--- src/rtl/draw_hp_bar_pkg.sv ---
// Shared HP-bar geometry, colours and controller state encoding.
// Imported by the background drawer and the HP overlay so both agree on the frame.
package draw_hp_bar_pkg;

    typedef enum logic [1:0] {
        ST_IDLE  = 2'd0,
        ST_ALIVE = 2'd1,
        ST_INVUL = 2'd2,
        ST_DEAD  = 2'd3
    } hp_state_e;

    localparam logic [11:0] HP_LEFT   = 12'd361;
    localparam logic [11:0] HP_TOP    = 12'd717;
    localparam logic [11:0] HP_BOTTOM = 12'd757;

    localparam logic [8:0] MAX_HP = 9'd300;
    localparam logic [8:0] DAMAGE = 9'd25;
    localparam logic [8:0] LOW_HP = 9'd75;

    localparam logic [7:0] INVUL_FRAMES = 8'd60;

    localparam logic [11:0] HP_RIGHT = HP_LEFT + {3'b000, MAX_HP};

    localparam logic [11:0] COL_FULL  = 12'h0f0;
    localparam logic [11:0] COL_LOW   = 12'hf00;
    localparam logic [11:0] COL_EMPTY = 12'h400;

endpackage

--- src/rtl/draw_hp_bar_hp_ctrl.sv ---
// Health controller: frame tick, HP counter, displayed HP, invulnerability
// timer and game-over flag.
module draw_hp_bar_hp_ctrl
    import draw_hp_bar_pkg::*;
(
    input  logic        clk_i,
    input  logic        rst_ni,
    input  logic        vblnk_i,
    input  logic        mouse_mode_i,
    input  logic        hit_i,
    output hp_state_e   state_o,
    output logic [8:0]  hp_o,
    output logic [8:0]  hp_disp_o,
    output logic [7:0]  invul_cnt_o,
    output logic        game_over_o
);

    hp_state_e   state_q;
    logic [8:0]  hp_q;
    logic [8:0]  hp_disp_q;
    logic [7:0]  invul_q;
    logic        game_over_q;
    logic        vblnk_q;

    logic        frame_tick;
    logic [8:0]  hp_hit_d;

    assign frame_tick = vblnk_i & ~vblnk_q;
    assign hp_hit_d   = (hp_q > DAMAGE) ? (hp_q - DAMAGE) : 9'd0;

    always_ff @(posedge clk_i) begin
        if (!rst_ni) begin
            state_q     <= ST_IDLE;
            hp_q        <= MAX_HP;
            hp_disp_q   <= MAX_HP;
            invul_q     <= 8'd0;
            game_over_q <= 1'b0;
            vblnk_q     <= 1'b0;
        end else begin
            vblnk_q <= vblnk_i;
            // Displayed HP samples the pre-hit value so a frame never tears.
            if (frame_tick) begin
                hp_disp_q <= hp_q;
            end
            if (!mouse_mode_i) begin
                state_q     <= ST_IDLE;
                hp_q        <= MAX_HP;
                invul_q     <= 8'd0;
                game_over_q <= 1'b0;
            end else begin
                unique case (state_q)
                    ST_IDLE: begin
                        hp_q    <= MAX_HP;
                        state_q <= ST_ALIVE;
                    end
                    ST_ALIVE: begin
                        if (hit_i) begin
                            hp_q <= hp_hit_d;
                            if (hp_hit_d == 9'd0) begin
                                state_q     <= ST_DEAD;
                                game_over_q <= 1'b1;
                            end else begin
                                state_q <= ST_INVUL;
                                invul_q <= INVUL_FRAMES;
                            end
                        end
                    end
                    ST_INVUL: begin
                        if (frame_tick) begin
                            invul_q <= invul_q - 8'd1;
                            if (invul_q == 8'd1) begin
                                state_q <= ST_ALIVE;
                            end
                        end
                    end
                    ST_DEAD: begin
                        hp_q        <= 9'd0;
                        game_over_q <= 1'b1;
                    end
                    default: begin
                        state_q <= ST_IDLE;
                    end
                endcase
            end
        end
    end

    assign state_o     = state_q;
    assign hp_o        = hp_q;
    assign hp_disp_o   = hp_disp_q;
    assign invul_cnt_o = invul_q;
    assign game_over_o = game_over_q;

endmodule

--- src/rtl/draw_hp_bar.sv ---
// HP-bar overlay stage: composites the health fill over the background
// stream and forwards timing with one cycle of latency.
module draw_hp_bar
    import draw_hp_bar_pkg::*;
(
    input  logic        pclk,
    input  logic        rst,
    input  logic [11:0] hcount_in,
    input  logic [11:0] vcount_in,
    input  logic        hsync_in,
    input  logic        vsync_in,
    input  logic        hblnk_in,
    input  logic        vblnk_in,
    input  logic [11:0] rgb_in,
    input  logic        mouse_mode,
    input  logic        hit,
    output logic [11:0] hcount_out,
    output logic [11:0] vcount_out,
    output logic        hsync_out,
    output logic        vsync_out,
    output logic        hblnk_out,
    output logic        vblnk_out,
    output logic [11:0] rgb_out,
    output logic [8:0]  hp,
    output logic        game_over
);

    hp_state_e   state;
    logic [8:0]  hp_disp;
    logic [7:0]  invul_cnt;

    logic [11:0] fill_end;
    logic        interior;
    logic        blink;
    logic [11:0] rgb_d;

    draw_hp_bar_hp_ctrl u_hp_ctrl (
        .clk_i        (pclk),
        .rst_ni       (rst),
        .vblnk_i      (vblnk_in),
        .mouse_mode_i (mouse_mode),
        .hit_i        (hit),
        .state_o      (state),
        .hp_o         (hp),
        .hp_disp_o    (hp_disp),
        .invul_cnt_o  (invul_cnt),
        .game_over_o  (game_over)
    );

    assign fill_end = HP_LEFT + {3'b000, hp_disp};
    assign interior = (hcount_in >= HP_LEFT) && (hcount_in < HP_RIGHT)
                   && (vcount_in >= HP_TOP) && (vcount_in < HP_BOTTOM);
    assign blink    = (state == ST_INVUL) && invul_cnt[2];

    always_comb begin
        rgb_d = rgb_in;
        if (!hblnk_in && !vblnk_in && state != ST_IDLE && interior) begin
            if (hcount_in < fill_end && !blink) begin
                rgb_d = (hp_disp <= LOW_HP) ? COL_LOW : COL_FULL;
            end else begin
                rgb_d = COL_EMPTY;
            end
        end
    end

    always_ff @(posedge pclk) begin
        if (!rst) begin
            hcount_out <= 12'd0;
            vcount_out <= 12'd0;
            hsync_out  <= 1'b0;
            vsync_out  <= 1'b0;
            hblnk_out  <= 1'b0;
            vblnk_out  <= 1'b0;
            rgb_out    <= 12'd0;
        end else begin
            hcount_out <= hcount_in;
            vcount_out <= vcount_in;
            hsync_out  <= hsync_in;
            vsync_out  <= vsync_in;
            hblnk_out  <= hblnk_in;
            vblnk_out  <= vblnk_in;
            rgb_out    <= rgb_d;
        end
    end

endmodule
--- config.mk ---
export PLATFORM = sky130hd
export DESIGN_NAME = draw_hp_bar
export DESIGN_NICKNAME = d
export VERILOG_FILES = /design/src/rtl/draw_hp_bar_pkg.sv /design/src/rtl/draw_hp_bar_hp_ctrl.sv /design/src/rtl/draw_hp_bar.sv
export SDC_FILE = /design/constraint.sdc
export NUM_CORES = 1
export LEC_CHECK = 0
export BUFFER_PORTS_ARGS = -buffer_cell sky130_fd_sc_hd__buf_2
export CAP_MARGIN = 10
export CORE_MARGIN = 2
export CORE_UTILIZATION = 55
export CTS_BUF_LIST = sky130_fd_sc_hd__clkbuf_4 sky130_fd_sc_hd__clkbuf_8
export DETAILED_ROUTE_END_ITERATION = 16
export PLACE_DENSITY = 0.95
export REMOVE_ABC_BUFFERS = 1
export SLEW_MARGIN = 30
export SYNTH_ARGS = -nofsm -noshare
export SYNTH_HDL_FRONTEND = slang
export SYNTH_SLANG_ARGS = --single-unit
--- constraint.sdc ---
create_clock -name pclk -period 7.3 [get_ports pclk]
set_clock_uncertainty 0.15 [all_clocks]
set_input_delay 0.365 -clock pclk [delete_from_list [all_inputs] [get_ports pclk]]
set_output_delay 0.365 -clock pclk [all_outputs]
set_load 0.01 [all_outputs]
==> metrics.csv <==
metric;value;unit
worst-skew pair later-pin latency;0.35;ns
design area;4030;um^2
Site Rows;28;
status;finished, final reports clean;
DR DRC count;0;
via count;3027;
setup_tns;0;ns
Cells after Synth;374;
CP Launch Type;register;
Worst-Margin Slew;0.725;ns
Period minus WS final;3.14;ns
Sink Count;69;
number of synthesized flops with an enable pin;0;
root buffer cell;clkbuf_8;
layout cells sized above 1;0.246;
vias per cell;5.57;
gr ovfl total;0;
synth warn;0;
Post-CTS Setup Repair Bufs;0;
placed wire-length estimate;5.59;mm
async set-reset flop share out of synthesis;0;
Avg Cell Area, Syn;8.72;um^2
Post-CTS Hold Fix Bufs;0;
cell mode on critical path;and3_1;
area leader, netlist;dfxtp_1;
Tcrit/Tclk final;0.431;
Hold Path Class;primary input to register;
most common cell after layout, fill and taps aside;buf_2;
Total Nets Final;521;
TritonCTS buffer count;9;
DP Area;3760;um^2
starting density of the core;0.561;
CTS tree;done;
initial antenna violation count;0;
Area Growth Syn to Fin;23.5;%
Min Hold Slack;0.0749;ns
Port Buffers;93;
Pre-antenna DRT Iters;4;
Worst EP arrival;3.26;ns
Crit path required time;7.42;ns
CP cell instances;and3_1 -> o21a_1 -> or3_1 -> xnor2_1 -> ha_1 -> and3_1 -> a221oi_1 -> nor2_1 -> nor4_1 -> nand4_1 -> o21ai_0;
Finished Core Util;0.693;
Die X;81.0;um
setup violators final;0;
VDD IR max;0.140;mV
H-tree levels;3;
largest fanout on the critical path;5;
synthesized cell area;3260;um^2
top cells by area, synth;dfxtp_1 (42%), and2_1 (6.1%), ha_1 (5.4%);
# Max-Cap Violations;0;
Yosys reg bits;69;
critical path class;register to register;
most frequent cells in the layout;buf_2 (93), dfxtp_1 (69), nand2_1 (32), and2_1 (32), nor2_1 (30);
f_max;0.318;GHz
P_leak;1.79;nW
Max Root-Sink Buffers;2;
largest net degree at the start of global routing;44;
Starting DRT DRC Count;136;
CP Capture Type;register;
DR WL/cell;14.2;um
PwrDens;225;nW/um^2
IO Pins;94;
Hold Vio Cnt, Final;0;
Slew Viols, Final;0;
top cell type's share of synthesized area;0.423;
Routed Antenna Nets;0;
Netlist cell types;55;
first-pass GRT wire length;12.2;mm
slowest stage delay, CP;0.42;ns
Worst-path clk slew;0.08;ns
vias in the first global route;2755;
Seq/Total Area, Yosys;0.423;
gpl congestion;0.910;
slowest library cell on the worst path;nor4_1;
slew margin rel.;0.512;
power consumption;0.907;mW
final WL;7.71;mm
Placeable Area;5820;um^2
RSZ-0062 raised after global routing;no;
Die Ht;81.0;um
post-cts resize count;0;
Synth Flop Type;dfxtp_1;
antenna diode count;0;
Total GRT Usage;0.241;
full die area;6570;um^2
registers in the layout, summed over array words and instances, names as in the netlist:
register,cells
u_hp_ctrl.vblnk_q,1
u_hp_ctrl.game_over_o,1
hcount_out,12
hblnk_out,1
rgb_out,12
u_hp_ctrl.hp_o,9
vsync_out,1
hsync_out,1
vcount_out,12
u_hp_ctrl.hp_disp_o,9
u_hp_ctrl.invul_cnt_o,8
u_hp_ctrl.state_o,2
per-stage QoR:
| step | instances | setup WS (ns) |
|---|---|---|
| 6_report | 543 | 4.16 |
| 5_1_grt | 543 | 3.93 |
| 3_3_place_gp | 527 | 4.27 |
| 2_1_floorplan | 359 | 4.48 |
| 3_5_place_dp | 527 | 4.22 |
| 4_1_cts | 543 | 4.19 |
metal layers:
metal,track usage,vias up,part of all wire
met5,0,-,0
met4,0.114,0,0.011
met3,0.0511,11,0.089
met2,0.426,130,0.49
met1,0.276,1384,0.41
li1,-,1502,-
layout make-up:
class | instances | area [um^2]
multi-input cells | 270 | 1740
inverters | 20 | 75.1
clock inverters | 6 | 134
fillers | 461 | 1790
clock buffers | 10 | 138
repair buffers | 93 | 465
well taps | 75 | 93.8
flip-flops and latches | 69 | 1380
worst max-delay path: cells and delay by family, from the launching register on:
kind,cells,cell delay [ns]
DFF,1,0.35
AOI/OAI and AO/OA,3,0.65
xor gates and xnor gates,1,0.15
and+or+nand+nor,6,1.48
adders and majority gates,1,0.30
Yosys cell counts (4+ instances only):
master    instances
o21a_1            6
nor2_1           30
inv_1            20
nand2b_1          4
o21ai_0          23
and2_1           32
dfxtp_1          69
a21boi_0          7
nor4_1            4
nand2_1          32
a211o_1           4
nor3_1            6
nor2b_1          10
ha_1             14
clkbuf_1         11
nand3_1          13
nand4_1           4
or3_1             4
a21oi_1          17
xnor2_1           5
where the power goes:
part	internal (mW)	total (mW)	switching [mW]	leakage, nW
Combinational	0.0396	0.0884	0.0489	1.08
Sequential	0.391	0.401	0.00958	0.569
Clock	0.271	0.417	0.147	0.136
Total	0.702	0.907	0.205	1.79
path summary, 6_finish.rpt:
check	depth (start not counted)	end	slack, ns	startpoint
max	11	rgb_out[6]	4.16	u_hp_ctrl.hp_disp_o[2]
min	3	rgb_out[1]	0.07	rgb_in[1]
max reg2reg	11	rgb_out[6]	4.16	u_hp_ctrl.hp_disp_o[2]
min reg2reg	2	u_hp_ctrl.hp_disp_o[1]	0.36	u_hp_ctrl.hp_disp_o[1]
cell families after synthesis:
logic type,Yosys count,synth area share
compound gates,96,0.213
xor+xnor,8,0.0215
fa+ha+maj,14,0.0537
buf+inv,35,0.0426
flops,69,0.423
mux,3,0.00959
simple gates,149,0.237
No activity file was read; power rests on OpenSTA's default activity.
